$ cat src/rtl/quad_decoder_counter.sv
// Quadrature encoder receiver: sync, glitch filter, A/B decode, up/down position count.
// Latency: an input level change reaches count/step on the (FILT+3)th clock edge.
module quad_decoder_counter #(
  parameter int WIDTH = 8,
  parameter int FILT  = 2
) (
  input  logic             clk,
  input  logic             reset,
  input  logic             quad_a,
  input  logic             quad_b,
  input  logic             quad_i,
  input  logic             idx_en,
  input  logic             err_clr,
  output logic [WIDTH-1:0] count,
  output logic             up_down,
  output logic             step,
  output logic             err
);

  localparam int FCW = (FILT < 2) ? 1 : $clog2(FILT + 1);
  localparam int PCW = $clog2(FILT + 3);
  localparam logic [PCW-1:0] PRIME_LOAD = PCW'(FILT + 2);
  localparam logic [FCW-1:0] FILT_LAST  = FCW'(FILT - 1);

  // Bit order in all three-wide vectors: [2] = a, [1] = b, [0] = index
  logic [2:0]          sync1, sync2, filt;
  logic [2:0][FCW-1:0] fcnt;
  logic [PCW-1:0]      prime_cnt;
  logic                priming;

  logic [1:0] prev_ab;
  logic       prev_i;
  logic [1:0] cur_pos, prev_pos, delta;
  logic       fwd, rev, bad, idx_rise;

  assign priming = (prime_cnt != '0);

  always_ff @(posedge clk) begin
    if (reset) begin
      sync1     <= '0;
      sync2     <= '0;
      filt      <= '0;
      fcnt      <= '0;
      prime_cnt <= PRIME_LOAD;
    end else begin
      sync1 <= {quad_a, quad_b, quad_i};
      sync2 <= sync1;
      if (priming) begin
        // Track the pins directly so a resting encoder never looks like a transition
        prime_cnt <= prime_cnt - PCW'(1);
        filt      <= sync2;
        fcnt      <= '0;
      end else begin
        for (int k = 0; k < 3; k++) begin
          if (sync2[k] == filt[k]) begin
            fcnt[k] <= '0;
          end else if (fcnt[k] == FILT_LAST) begin
            filt[k] <= sync2[k];
            fcnt[k] <= '0;
          end else begin
            fcnt[k] <= fcnt[k] + FCW'(1);
          end
        end
      end
    end
  end

  // Map Gray-coded phase 00,10,11,01 to positions 0..3 so the step is a mod-4 difference
  assign cur_pos  = {filt[1], filt[2] ^ filt[1]};
  assign prev_pos = {prev_ab[0], prev_ab[1] ^ prev_ab[0]};
  assign delta    = cur_pos - prev_pos;

  assign fwd      = !priming && (delta == 2'd1);
  assign rev      = !priming && (delta == 2'd3);
  assign bad      = !priming && (delta == 2'd2);
  assign idx_rise = !priming && idx_en && filt[0] && !prev_i;

  always_ff @(posedge clk) begin
    if (reset) begin
      count   <= '0;
      up_down <= 1'b0;
      step    <= 1'b0;
      err     <= 1'b0;
      prev_ab <= 2'b00;
      prev_i  <= 1'b0;
    end else begin
      if (priming) begin
        prev_ab <= sync2[2:1];
        prev_i  <= sync2[0];
        step    <= 1'b0;
      end else begin
        prev_ab <= filt[2:1];
        prev_i  <= filt[0];
        step    <= fwd | rev;
        if (fwd) up_down <= 1'b1;
        if (rev) up_down <= 1'b0;
        if (idx_rise)  count <= '0;
        else if (fwd)  count <= count + WIDTH'(1);
        else if (rev)  count <= count - WIDTH'(1);
      end
      // A fresh error outranks a simultaneous clear
      if (err_clr) err <= 1'b0;
      if (bad)     err <= 1'b1;
    end
  end

endmodule

$ cat config.mk
export PLATFORM = sky130hd
export DESIGN_NAME = quad_decoder_counter
export DESIGN_NICKNAME = d
export VERILOG_FILES = /design/src/rtl/quad_decoder_counter.sv
export SDC_FILE = /design/constraint.sdc
export NUM_CORES = 1
export LEC_CHECK = 0
export ABC_AREA = 1
export CORE_ASPECT_RATIO = 0.75
export CORE_MARGIN = 1
export CORE_UTILIZATION = 55
export CTS_CLUSTER_DIAMETER = 120
export DETAILED_ROUTE_END_ITERATION = 16
export PLACE_DENSITY = 0.88
export SYNTH_ARGS = -nofsm -noshare
export SYNTH_HDL_FRONTEND = slang
export SYNTH_SLANG_ARGS = --single-unit
$ cat constraint.sdc
create_clock -name clk -period 3.2 [get_ports clk]
set_clock_uncertainty 0.05 [all_clocks]
set_input_delay 0.64 -clock clk [delete_from_list [all_inputs] [get_ports clk]]
set_output_delay 0.64 -clock clk [all_outputs]
set_load 0.03 [all_outputs]
==> results.txt <==
- Status: complete, no violations
- Counting instances, the worst hold path has a depth of 2.
* Antenna violations before repair: 0
- Summing the areas of all compound-gate instances in the mapped netlist gives 11.4% of the synthesized area.
* Fraction of layout cells with a size suffix above 1: 10.2%
- For hold timing, the worst endpoint is sync2[2].
- Dominant delay contributor by cell family on the critical path: adder cells
- By area, the combinational part of the netlist is dominated by simple AND/OR/NAND/NOR gates.
- For the worst setup path, the data required time is 3.29 ns.
- Leaving out filler cells and counting taps, the final layout contains 271.
- For this run, the slowest stage of the critical path takes 0.42 ns.
- Across all layers, the routed design uses 1366 vias.
* Number of buffer and inverter instances along the worst setup path: 1
- By startpoint and endpoint, the worst setup path is classified as reg2reg.
- Int Power: 0.941 mW
- The slowest stage of the critical path belongs to the cell sky130_fd_sc_hd__ha_1.
* Total Power: 1.58 mW
- Number of warnings issued by yosys: 0
* Pin count of the biggest net entering global routing: 15
- 18 I/O pins were placed.
- Clock sink total: 32
- Net count of the mapped netlist: 233
- Post-layout util: 71.0%
* Net switching power of the design: 0.639 mW
- Fill cells in the final layout number 245.
- Clock slew at reported path FFs: 0.06 ns
- Static leakage: 0.876 nW
- Sequential Power Share: 32.7%
* Worst slew pin tran: 0.526 ns
* Area added between synthesis and finish: 18.9%
- By count the netlist is led by 37 x sky130_fd_sc_hd__nand2_1, 34 x sky130_fd_sc_hd__inv_1, 32 x sky130_fd_sc_hd__dfxtp_1.
- In the post-synthesis netlist, the cell with the most instances is sky130_fd_sc_hd__nand2_1.
* Share of the clock period used by the worst path after layout: 82.4%
- Input and output buffers added on the ports amount to 17.
- The synthesized netlist devotes 10.6% of its cell area to adder and majority cells.
* Prevailing post-synth register cell: sky130_fd_sc_hd__dfxtp_1
* Worst IR drop on VDD: 0.000420 V
* Max transition margin: 64.8%
- Residual DRC: 0
- Once the floorplan was initialized, standard cells occupied 59.7% of the core.
- The share of the Yosys chip area taken by registers is 39.7%.
- Across all setup checks in the final design, the least slack found is 0.564 ns.
- Dividing total power by cell area gives a power density of 824 nW/um2.
- Using the TritonRoute via totals, the vias-per-cell ratio works out to 5.04.
- For this run, the top clock speed supported by timing is 0.379 GHz.
- The finished cells cover 1920 um2.
- Counting cells, the worst reg-to-reg path comes to 12.
- Endpoint type of the worst setup path: register
- In this run the mean area of a mapped cell was 7.57 um2.
* Beginning of the worst register-to-register path: prev_ab[0]
- The tool flagged a number of max-cap violations equal to 0.
* Pre-CTS WS: 0.650 ns
- After synthesis the cells add up to 1610 um2.
- Ranked by total cell area, the synthesized netlist is headed by sky130_fd_sc_hd__dfxtp_1 40%, sky130_fd_sc_hd__ha_1 9.3%, sky130_fd_sc_hd__nand2_1 8.6%.
- Dpl cell area: 1820 um2
- Measured along the y axis, the die boundary spans 48.9 um.
- Net switching is 40.4% of the power.
- For flop-to-flop paths, the worst setup slack is 0.56 ns.
- Routability-driven placement finished with a final weighted congestion of 0.910.
- Cell type with the largest total area after synthesis: sky130_fd_sc_hd__dfxtp_1
- Max FO, Critical Path: 9
- Average detailed-routed wire length per instance: 11.1 um
- Vias in the first global route: 1170
- Number of detailed-routing iterations run before antenna repair: 4
- Gr ovfl total: 0
* Yosys reg bits: 32
- In this run the standard cell core region covers 2700 um2.
* Count of endpoints failing hold in the final timing report: 0
* Crit path launch type: register
- Post-CTS timing repair inserted 0 buffers for setup.
* Die width: 64.5 um
- CTS Hold Buffers Added: 0
- Setup repair after global routing left no endpoint under its margin.
* Total instance count after detailed placement: 264
- The share of total power dissipated in the clock network is 20.8%.
- Top-area cell type share of the netlist area: 39.7%
- Row cnt: 16
- Post-layout nets: 255
- Maximum number of buffers from clock root to sink: 2
- The number of antenna diodes in the final layout is 0.
- The clock reaches the later pin of the worst-skew pair after 0.28 ns.
- In the synthesized netlist, the number of instances is 213.
- The H-tree generated during clock tree synthesis spans 2 levels.
- Mux share of post-synthesis cell area: 0%
* # setup viols final: 0
* Worst flop-to-flop path endpoint: count[6]
- The tightest min-delay check is of the reg2reg type.
- Clock root buffer: sky130_fd_sc_hd__clkbuf_8
* Worst Path Arrival: 2.73 ns
* Async S/R FF share, synth: 0%
- Final Max Tran Viols: 0
- Dpl hpwl: 2.22 mm
- Xor/xnor share of the synthesized area: 3.26%
- For the finished layout, the period the worst path requires is 2.64 ns.
* Gates resized, CTS repair: 0
- Simple-gate share of the synthesized area: 25.1%
- The share of total power dissipated in combinational logic is 46.4%.
- TritonCTS buffer count: 5
- After the first detailed-routing iteration, the DRC count stood at 77.
- Die area: 3160 um2
- TritonCTS clock tree: built
- Unique masters post-synth: 30
* Critical hold path startpoint: sync1[2]
- Tightest hold margin: 0.355 ns
- The critical path goes through xor2_1 > ha_1 > nor2_8 > nand3_2 > ha_1 > inv_1 > o21bai_1 > nand2_1 > nand3_1 > a21oi_1 > o21ai_1 > a21oi_1.
* Sum of negative setup slack: 0 ns
- For this run, the total global-route usage over all layers was measured as 21.6%.
* Antenna-violating nets left: 0
- After detailed routing, the total wire length is 3.00 mm.
- The first global-routing pass estimated 5.13 mm of wire.
* Number of synthesized flops with an enable pin: 0
power groups by stage:
stage / logic [mW] / clock network [mW] / registers, mW
floorplan: 0.516 / 0 / 0.571
global placement: 0.711 / 0 / 0.522
detailed placement: 0.721 / 0 / 0.523
CTS: 0.729 / 0.337 / 0.516
global route: 0.822 / 0.362 / 0.524
finish: 0.734 / 0.329 / 0.517
registers in the layout (all words and copies together) (netlist names):
signal and flops:
sync2 3, filt 3, prev_i 1, err 1, up_down 1, prev_ab 2, step 1, fcnt 6
count 8, sync1 3, prime_cnt 3
worst max-delay path by stage:
stage,from,endpoint,slack [ns],depth (start not counted)
global route,filt[1],count[4],0.37,10
CTS,prev_ab[0],count[6],0.62,12
global placement,filt[1],count[6],0.73,12
finish,prev_ab[0],count[6],0.56,12
floorplan,filt[1],count[7],0.93,13
detailed placement,filt[1],count[6],0.65,12
cells by family after synthesis:
logic type	count (synthesis)
AOI/OAI and AO/OA	34
xor gates and xnor gates	6
adders and majority gates	13
buffers and inverters	42
DFF	32
and+or+nand+nor	86
layout by cell type (no fill, tap or decap), types with 4 or more instances in the layout:
cell type / instances
sky130_fd_sc_hd__nand2_1: 37
sky130_fd_sc_hd__inv_1: 34
sky130_fd_sc_hd__dfxtp_1: 32
sky130_fd_sc_hd__nor2_1: 23
sky130_fd_sc_hd__a21oi_1: 17
sky130_fd_sc_hd__clkdlybuf4s50_1: 17
sky130_fd_sc_hd__ha_1: 12
sky130_fd_sc_hd__nand3_1: 9
sky130_fd_sc_hd__o21ai_0: 9
sky130_fd_sc_hd__clkbuf_8: 7
sky130_fd_sc_hd__inv_2: 5
sky130_fd_sc_hd__xnor2_1: 4
sky130_fd_sc_hd__nand2_2: 4
sky130_fd_sc_hd__nor3_1: 4
cell type report:
cell class / instances / area [um2] / share of cell area, %
Sequential cell: 32 / 641 / 33.4
Multi-Input combinational cell: 139 / 812 / 42.3
Timing Repair Buffer: 18 / 178 / 9.26
Inverter: 39 / 146 / 7.63
Tap cell: 36 / 45.0 / 2.35
Clock buffer: 7 / 96.3 / 5.02
metal layers:
metal	up-vias	GRT usage (%)	wire length, um
met5	-	0	0
met4	0	7.78	36
met3	6	7.71	203
met2	40	28.4	1160
met1	599	31.8	1600
li1	721	-	-
worst register-to-register path: stages (launching register included):
cell and delay (ns):
sky130_fd_sc_hd__dfxtp_1 0.41, sky130_fd_sc_hd__xor2_1 0.19, sky130_fd_sc_hd__ha_1 0.33, sky130_fd_sc_hd__nor2_8 0.16
sky130_fd_sc_hd__nand3_2 0.21, sky130_fd_sc_hd__ha_1 0.42, sky130_fd_sc_hd__inv_1 0.09, sky130_fd_sc_hd__o21bai_1 0.24
sky130_fd_sc_hd__nand2_1 0.08, sky130_fd_sc_hd__nand3_1 0.10, sky130_fd_sc_hd__a21oi_1 0.07, sky130_fd_sc_hd__o21ai_1 0.07
sky130_fd_sc_hd__a21oi_1 0.07
No activity file was read; power rests on OpenSTA's default activity.
